**src/rtl/spi_pkg.sv**
```systemverilog
// Shared definitions for the SPI SD-card controller byte path.
package spi_pkg;

  localparam int unsigned DivWDefault = 8;
  localparam logic        SpiIdleMosi = 1'b1;

  typedef enum logic [1:0] {
    StIdle = 2'd0,
    StLo   = 2'd1,
    StHi   = 2'd2,
    StDone = 2'd3
  } spi_state_e;

endpackage

```
**src/rtl/spi_clkdiv.sv**
```systemverilog
// Loadable down-counter with zero flag; paces each sck phase.
module spi_clkdiv #(
  parameter int unsigned W = 8
) (
  input  logic         clk,
  input  logic         rst_n,
  input  logic         load,
  input  logic [W-1:0] load_val,
  input  logic         dec,
  output logic         zero
);

  logic [W-1:0] cnt_q, cnt_d;

  always_comb begin
    cnt_d = cnt_q;
    if (load) begin
      cnt_d = load_val;
    end else if (dec && (cnt_q != '0)) begin
      // Saturate at zero so a stray decrement can never wrap and stretch a phase.
      cnt_d = cnt_q - W'(1);
    end
  end

  always_ff @(posedge clk) begin
    if (!rst_n) begin
      cnt_q <= '0;
    end else begin
      cnt_q <= cnt_d;
    end
  end

  assign zero = (cnt_q == '0);

endmodule

```
**src/rtl/spi_byte_engine.sv**
```systemverilog
// SPI mode-0 byte shifter between the TX byte FIFO and the RX byte FIFO.
module spi_byte_engine
  import spi_pkg::*;
#(
  parameter int unsigned DIV_W = DivWDefault
) (
  input  logic             clk,
  input  logic             rst_n,
  input  logic             enable,
  input  logic [DIV_W-1:0] div,
  input  logic             rx_discard,
  input  logic [7:0]       tx_q,
  input  logic             tx_empty,
  output logic             tx_rdreq,
  output logic [7:0]       rx_data,
  output logic             rx_wrreq,
  input  logic             rx_full,
  output logic             sck,
  output logic             mosi,
  input  logic             miso,
  output logic             busy
);

  spi_state_e       state_q, state_d;
  logic             sck_q, sck_d;
  logic             mosi_q, mosi_d;
  logic [7:0]       shift_tx_q, shift_tx_d;
  logic [7:0]       shift_rx_q, shift_rx_d;
  logic [7:0]       rx_data_q, rx_data_d;
  logic [2:0]       bit_q, bit_d;
  logic [2:0]       bit_nxt;
  logic [DIV_W-1:0] div_l_q, div_l_d;
  logic             discard_q, discard_d;

  logic             start;
  logic             cnt_load;
  logic [DIV_W-1:0] cnt_load_val;
  logic             cnt_dec;
  logic             cnt_zero;

  spi_clkdiv #(
    .W (DIV_W)
  ) u_clkdiv (
    .clk      (clk),
    .rst_n    (rst_n),
    .load     (cnt_load),
    .load_val (cnt_load_val),
    .dec      (cnt_dec),
    .zero     (cnt_zero)
  );

  // Sole RX writer: room checked at start stays available until DONE.
  assign start   = (state_q == StIdle) && enable && !tx_empty && (rx_discard || !rx_full);
  assign bit_nxt = bit_q + 3'd1;

  always_comb begin
    state_d      = state_q;
    sck_d        = sck_q;
    mosi_d       = mosi_q;
    shift_tx_d   = shift_tx_q;
    shift_rx_d   = shift_rx_q;
    rx_data_d    = rx_data_q;
    bit_d        = bit_q;
    div_l_d      = div_l_q;
    discard_d    = discard_q;
    cnt_load     = 1'b0;
    cnt_load_val = div_l_q;
    cnt_dec      = 1'b0;

    unique case (state_q)
      StIdle: begin
        if (start) begin
          shift_tx_d   = tx_q;
          mosi_d       = tx_q[7];
          div_l_d      = div;
          cnt_load     = 1'b1;
          cnt_load_val = div;
          discard_d    = rx_discard;
          bit_d        = 3'd0;
          state_d      = StLo;
        end
      end
      StLo: begin
        if (cnt_zero) begin
          sck_d      = 1'b1;
          shift_rx_d = {shift_rx_q[6:0], miso};
          cnt_load   = 1'b1;
          state_d    = StHi;
        end else begin
          cnt_dec = 1'b1;
        end
      end
      StHi: begin
        if (cnt_zero) begin
          sck_d = 1'b0;
          if (bit_q == 3'd7) begin
            // All eight samples are already in the shifter at this point.
            rx_data_d = shift_rx_q;
            state_d   = StDone;
          end else begin
            bit_d    = bit_nxt;
            mosi_d   = shift_tx_q[3'd7 - bit_nxt];
            cnt_load = 1'b1;
            state_d  = StLo;
          end
        end else begin
          cnt_dec = 1'b1;
        end
      end
      StDone: begin
        mosi_d  = SpiIdleMosi;
        state_d = StIdle;
      end
      default: begin
        state_d = StIdle;
      end
    endcase
  end

  always_ff @(posedge clk) begin
    if (!rst_n) begin
      state_q    <= StIdle;
      sck_q      <= 1'b0;
      mosi_q     <= SpiIdleMosi;
      shift_tx_q <= 8'h00;
      shift_rx_q <= 8'h00;
      rx_data_q  <= 8'h00;
      bit_q      <= 3'd0;
      div_l_q    <= '0;
      discard_q  <= 1'b0;
    end else begin
      state_q    <= state_d;
      sck_q      <= sck_d;
      mosi_q     <= mosi_d;
      shift_tx_q <= shift_tx_d;
      shift_rx_q <= shift_rx_d;
      rx_data_q  <= rx_data_d;
      bit_q      <= bit_d;
      div_l_q    <= div_l_d;
      discard_q  <= discard_d;
    end
  end

  assign tx_rdreq = start;
  assign rx_wrreq = (state_q == StDone) && !discard_q;
  assign busy     = (state_q != StIdle);
  assign sck      = sck_q;
  assign mosi     = mosi_q;
  assign rx_data  = rx_data_q;

endmodule

```
**config.mk**
```make
export PLATFORM = sky130hd
export DESIGN_NAME = spi_byte_engine
export DESIGN_NICKNAME = d
export VERILOG_FILES = /design/src/rtl/spi_pkg.sv /design/src/rtl/spi_clkdiv.sv /design/src/rtl/spi_byte_engine.sv
export SDC_FILE = /design/constraint.sdc
export NUM_CORES = 1
export LEC_CHECK = 0
export ABC_AREA = 1
export CORE_MARGIN = 2
export CORE_UTILIZATION = 50
export CTS_BUF_LIST = sky130_fd_sc_hd__clkbuf_4 sky130_fd_sc_hd__clkbuf_8
export CTS_CLUSTER_SIZE = 8
export DETAILED_ROUTE_END_ITERATION = 8
export PLACE_DENSITY = 0.83
export SYNTH_ARGS = -nofsm -noshare
export SYNTH_HDL_FRONTEND = slang
export SYNTH_SLANG_ARGS = --single-unit
```
**constraint.sdc**
```tcl
create_clock -name clk -period 3.11 [get_ports clk]
set_input_delay 0.933 -clock clk [delete_from_list [all_inputs] [get_ports clk]]
set_output_delay 0.933 -clock clk [all_outputs]
set_load 0.02 [all_outputs]
```
==> results of run 1 <==
cell usage in the layout (no fill, tap or decap), drive strengths merged, types with 3 or more instances in the layout:
cell | Yosys | final
a21oi | 31 | 31
buf | 7 | 5
clkbuf | 5 | 6
clkdlybuf4s50 | 0 | 34
clkinv | 3 | 3
dfxtp | 48 | 48
ha | 9 | 9
inv | 35 | 35
nand2 | 75 | 75
nand3 | 25 | 25
nor2 | 53 | 53
o21ai | 32 | 32
sequential cells by signal (all words and copies together) (netlist names):
signal / flops
div_l_q: 8
rx_data: 8
shift_rx_q: 8
shift_tx_q: 8
u_clkdiv.cnt_q: 8
bit_q: 3
state_q: 2
discard_q: 1
mosi: 1
sck: 1
layer usage:
| layer | GRT usage, % | part of all wire [%] | routed length [µm] | vias to the layer above |
|---|---|---|---|---|
| met1 | 24.72 | 46 | 2203 | 958 |
| met3 | 3.750 | 3.9 | 186 | 6 |
| li1 | - | - | - | 1123 |
| met5 | 0 | 0 | 0 | - |
| met4 | 7.128 | 1.1 | 53 | 0 |
| met2 | 35.27 | 49 | 2328 | 39 |
where the power goes:
group / total (mW) / internal, mW / switching [mW]
Sequential: 0.873 / 0.762 / 0.111
Combinational: 1.22 / 0.464 / 0.759
Clock: 0.388 / 0.180 / 0.208
worst paths after layout:
kind,cells past startpoint,endpoint,startpoint
setup reg to reg,12,u_clkdiv.cnt_q[3],state_q[0]
hold / removal,2,rx_data[2],rx_data[2]
hold reg to reg,2,rx_data[2],rx_data[2]
setup / recovery,6,tx_rdreq,enable
cell type report:
| type | count | area (µm²) |
|---|---|---|
| Tap cell | 52 | 65.06 |
| Fill cell | 407 | 1610 |
| Clock inverter | 2 | 15.01 |
| Timing Repair Buffer | 40 | 386.6 |
| Sequential cell | 48 | 960.9 |
| Multi-Input combinational cell | 235 | 1151 |
| Clock buffer | 6 | 82.58 |
| Inverter | 38 | 142.6 |
synthesized netlist by cell type:
cell | count | area share [%]
a21oi_1 | 31 | 6.7
o21ai_0 | 32 | 6.9
buf_6 | 2 | 0.97
clkinv_1 | 3 | 0.48
or2_2 | 2 | 0.54
and3_1 | 1 | 0.27
clkbuf_1 | 5 | 0.81
nand2_2 | 2 | 0.54
xnor2_1 | 1 | 0.38
buf_4 | 2 | 0.65
nor2_2 | 1 | 0.27
o211a_1 | 1 | 0.43
nand3_2 | 1 | 0.43
nand3_1 | 23 | 5.0
buf_1 | 1 | 0.16
o211ai_1 | 2 | 0.65
nand3_4 | 1 | 0.75
inv_2 | 1 | 0.16
nand2_1 | 72 | 12
nand2_4 | 1 | 0.48
buf_2 | 2 | 0.43
inv_1 | 34 | 5.5
dfxtp_1 | 48 | 41
xor2_1 | 2 | 0.75
nor2_1 | 51 | 8.2
ha_1 | 9 | 4.8
nor2_4 | 1 | 0.48
o21a_1 | 1 | 0.32
critical path: stages:
cell	delay (ns)
clkdlybuf4s50_1	0.45
nand2_1	0.05
nor2_1	0.09
nand2_1	0.07
inv_1	0.08
dlygate4sd2_1	0.34
cells by family after synthesis:
group	count (synthesis)	synth area share, %
simple gates	156	28.58
compound gates	67	14.96
buf+inv	50	9.149
flops	48	41.33
fa+ha+maj	9	4.844
xor+xnor	3	1.130
==> flow_summary.ini, run 1 <==
[layout]
antenna_cells = 0
nets = 400
fin_util_pct = 63.52
syn_to_final_growth_pct = 20.61
finalInstanceArea_mm2 = 0.002804
drive_gt1_share_pct = 6.233
fin_cells = 421

[place]
place.gp.congestion = 0.8661
io_buffers = 35
hpwl_um = 3443
dpl_worst_slack_ns = -0.1198
placed_cell_area_mm2 = 0.002708
place_inst = 413

[floorplan]
core_mm2 = 0.004414
rows = 24
dieArea_mm2 = 0.005211
ios = 36
chipHeight_um = 72.19
initial_core_util_pct = 52.66
die_w_um = 72.19

[cts]
clock_path_buffers = 2
cts-root-buf = clkbuf_8
cts_tree = done
holdBufCountCts = 0
cts.sinks = 48
cts.repair.resized = 1
htree_levels = 2
cts_buffers = 5
post_cts_buffers = 0
clkTransAtPathRegs_ns = 0.09
clk-insertion-delay-late_ns = 0.30

[routing]
drtAntennaViolNets = 0
wl_per_cell_um = 11.33
vias = 2126
finalWirelength_um = 4772
drcViolationCount = 0
firstDrtPassIters = 4
drt-initial-drc-count = 95
via_per_inst = 5.050

[run]
maxCapViolCount = 0

[timing]
setup_slack_ns = 0.1660
fin_skew_ns = 0.004600
maxSlewHeadroom_pct = 69.93
clock.fmax_mhz = 339.7
rsz0062_at_grt = false
worst_slew_pin_slew_ns = 0.4482
period_minus_slack_ns = 2.944
drv_slew = 0
holdWs_ns = 0.4474
finalCritPeriodShare_pct = 94.66
hold_violations = 0
finalSetupViolCount = 0
setup_tns_ns = 0

[critical_path]
worstSetupEndpointType = output port
cp_max_fo = 2
path_class = input port to output port
critPathRequiredTime_ns = 2.18
setup.worst_path.start_class = input port
cp.arrival_ns = 2.01
rrSetupSlack_ns = 0.99

[power]
ir_worst_vdd_mv = 0.5077
leakage_nw = 1.219
power_mw = 2.485
power_density_mw_per_mm2 = 886.1

[global_route]
grt.overflow.total = 0
grt_pass1_wl_um = 8280
grt_max_degree = 32
grt_pass1_vias = 2003
antenna_found_initial = 0
grt.total_usage_pct = 20.16

[synthesis]
netlist_instances = 333
syn_nets = 365
netlist_area_mm2 = 0.002325
syn_avg_cell_area_um2 = 6.981
ys_seq_area_share_pct = 41.33
synth_cell_types = 28
ys_seq_elements = 48
yosysWarnings = 0

[min_path]
hold_path_class = register to register

[outcome]
outcome = finished clean
Note: power is estimated with default switching activity, not from simulation.
==> run 2, diff against run 1 <==
--- a/config.mk
+++ b/config.mk
@@ -15,3 +15,4 @@
 export SYNTH_ARGS = -nofsm -noshare
 export SYNTH_HDL_FRONTEND = slang
 export SYNTH_SLANG_ARGS = --single-unit
+export TNS_END_PERCENT = 1
==> results of run 2 <==
Final layout, timing and power as in run 1 (identical DEF).
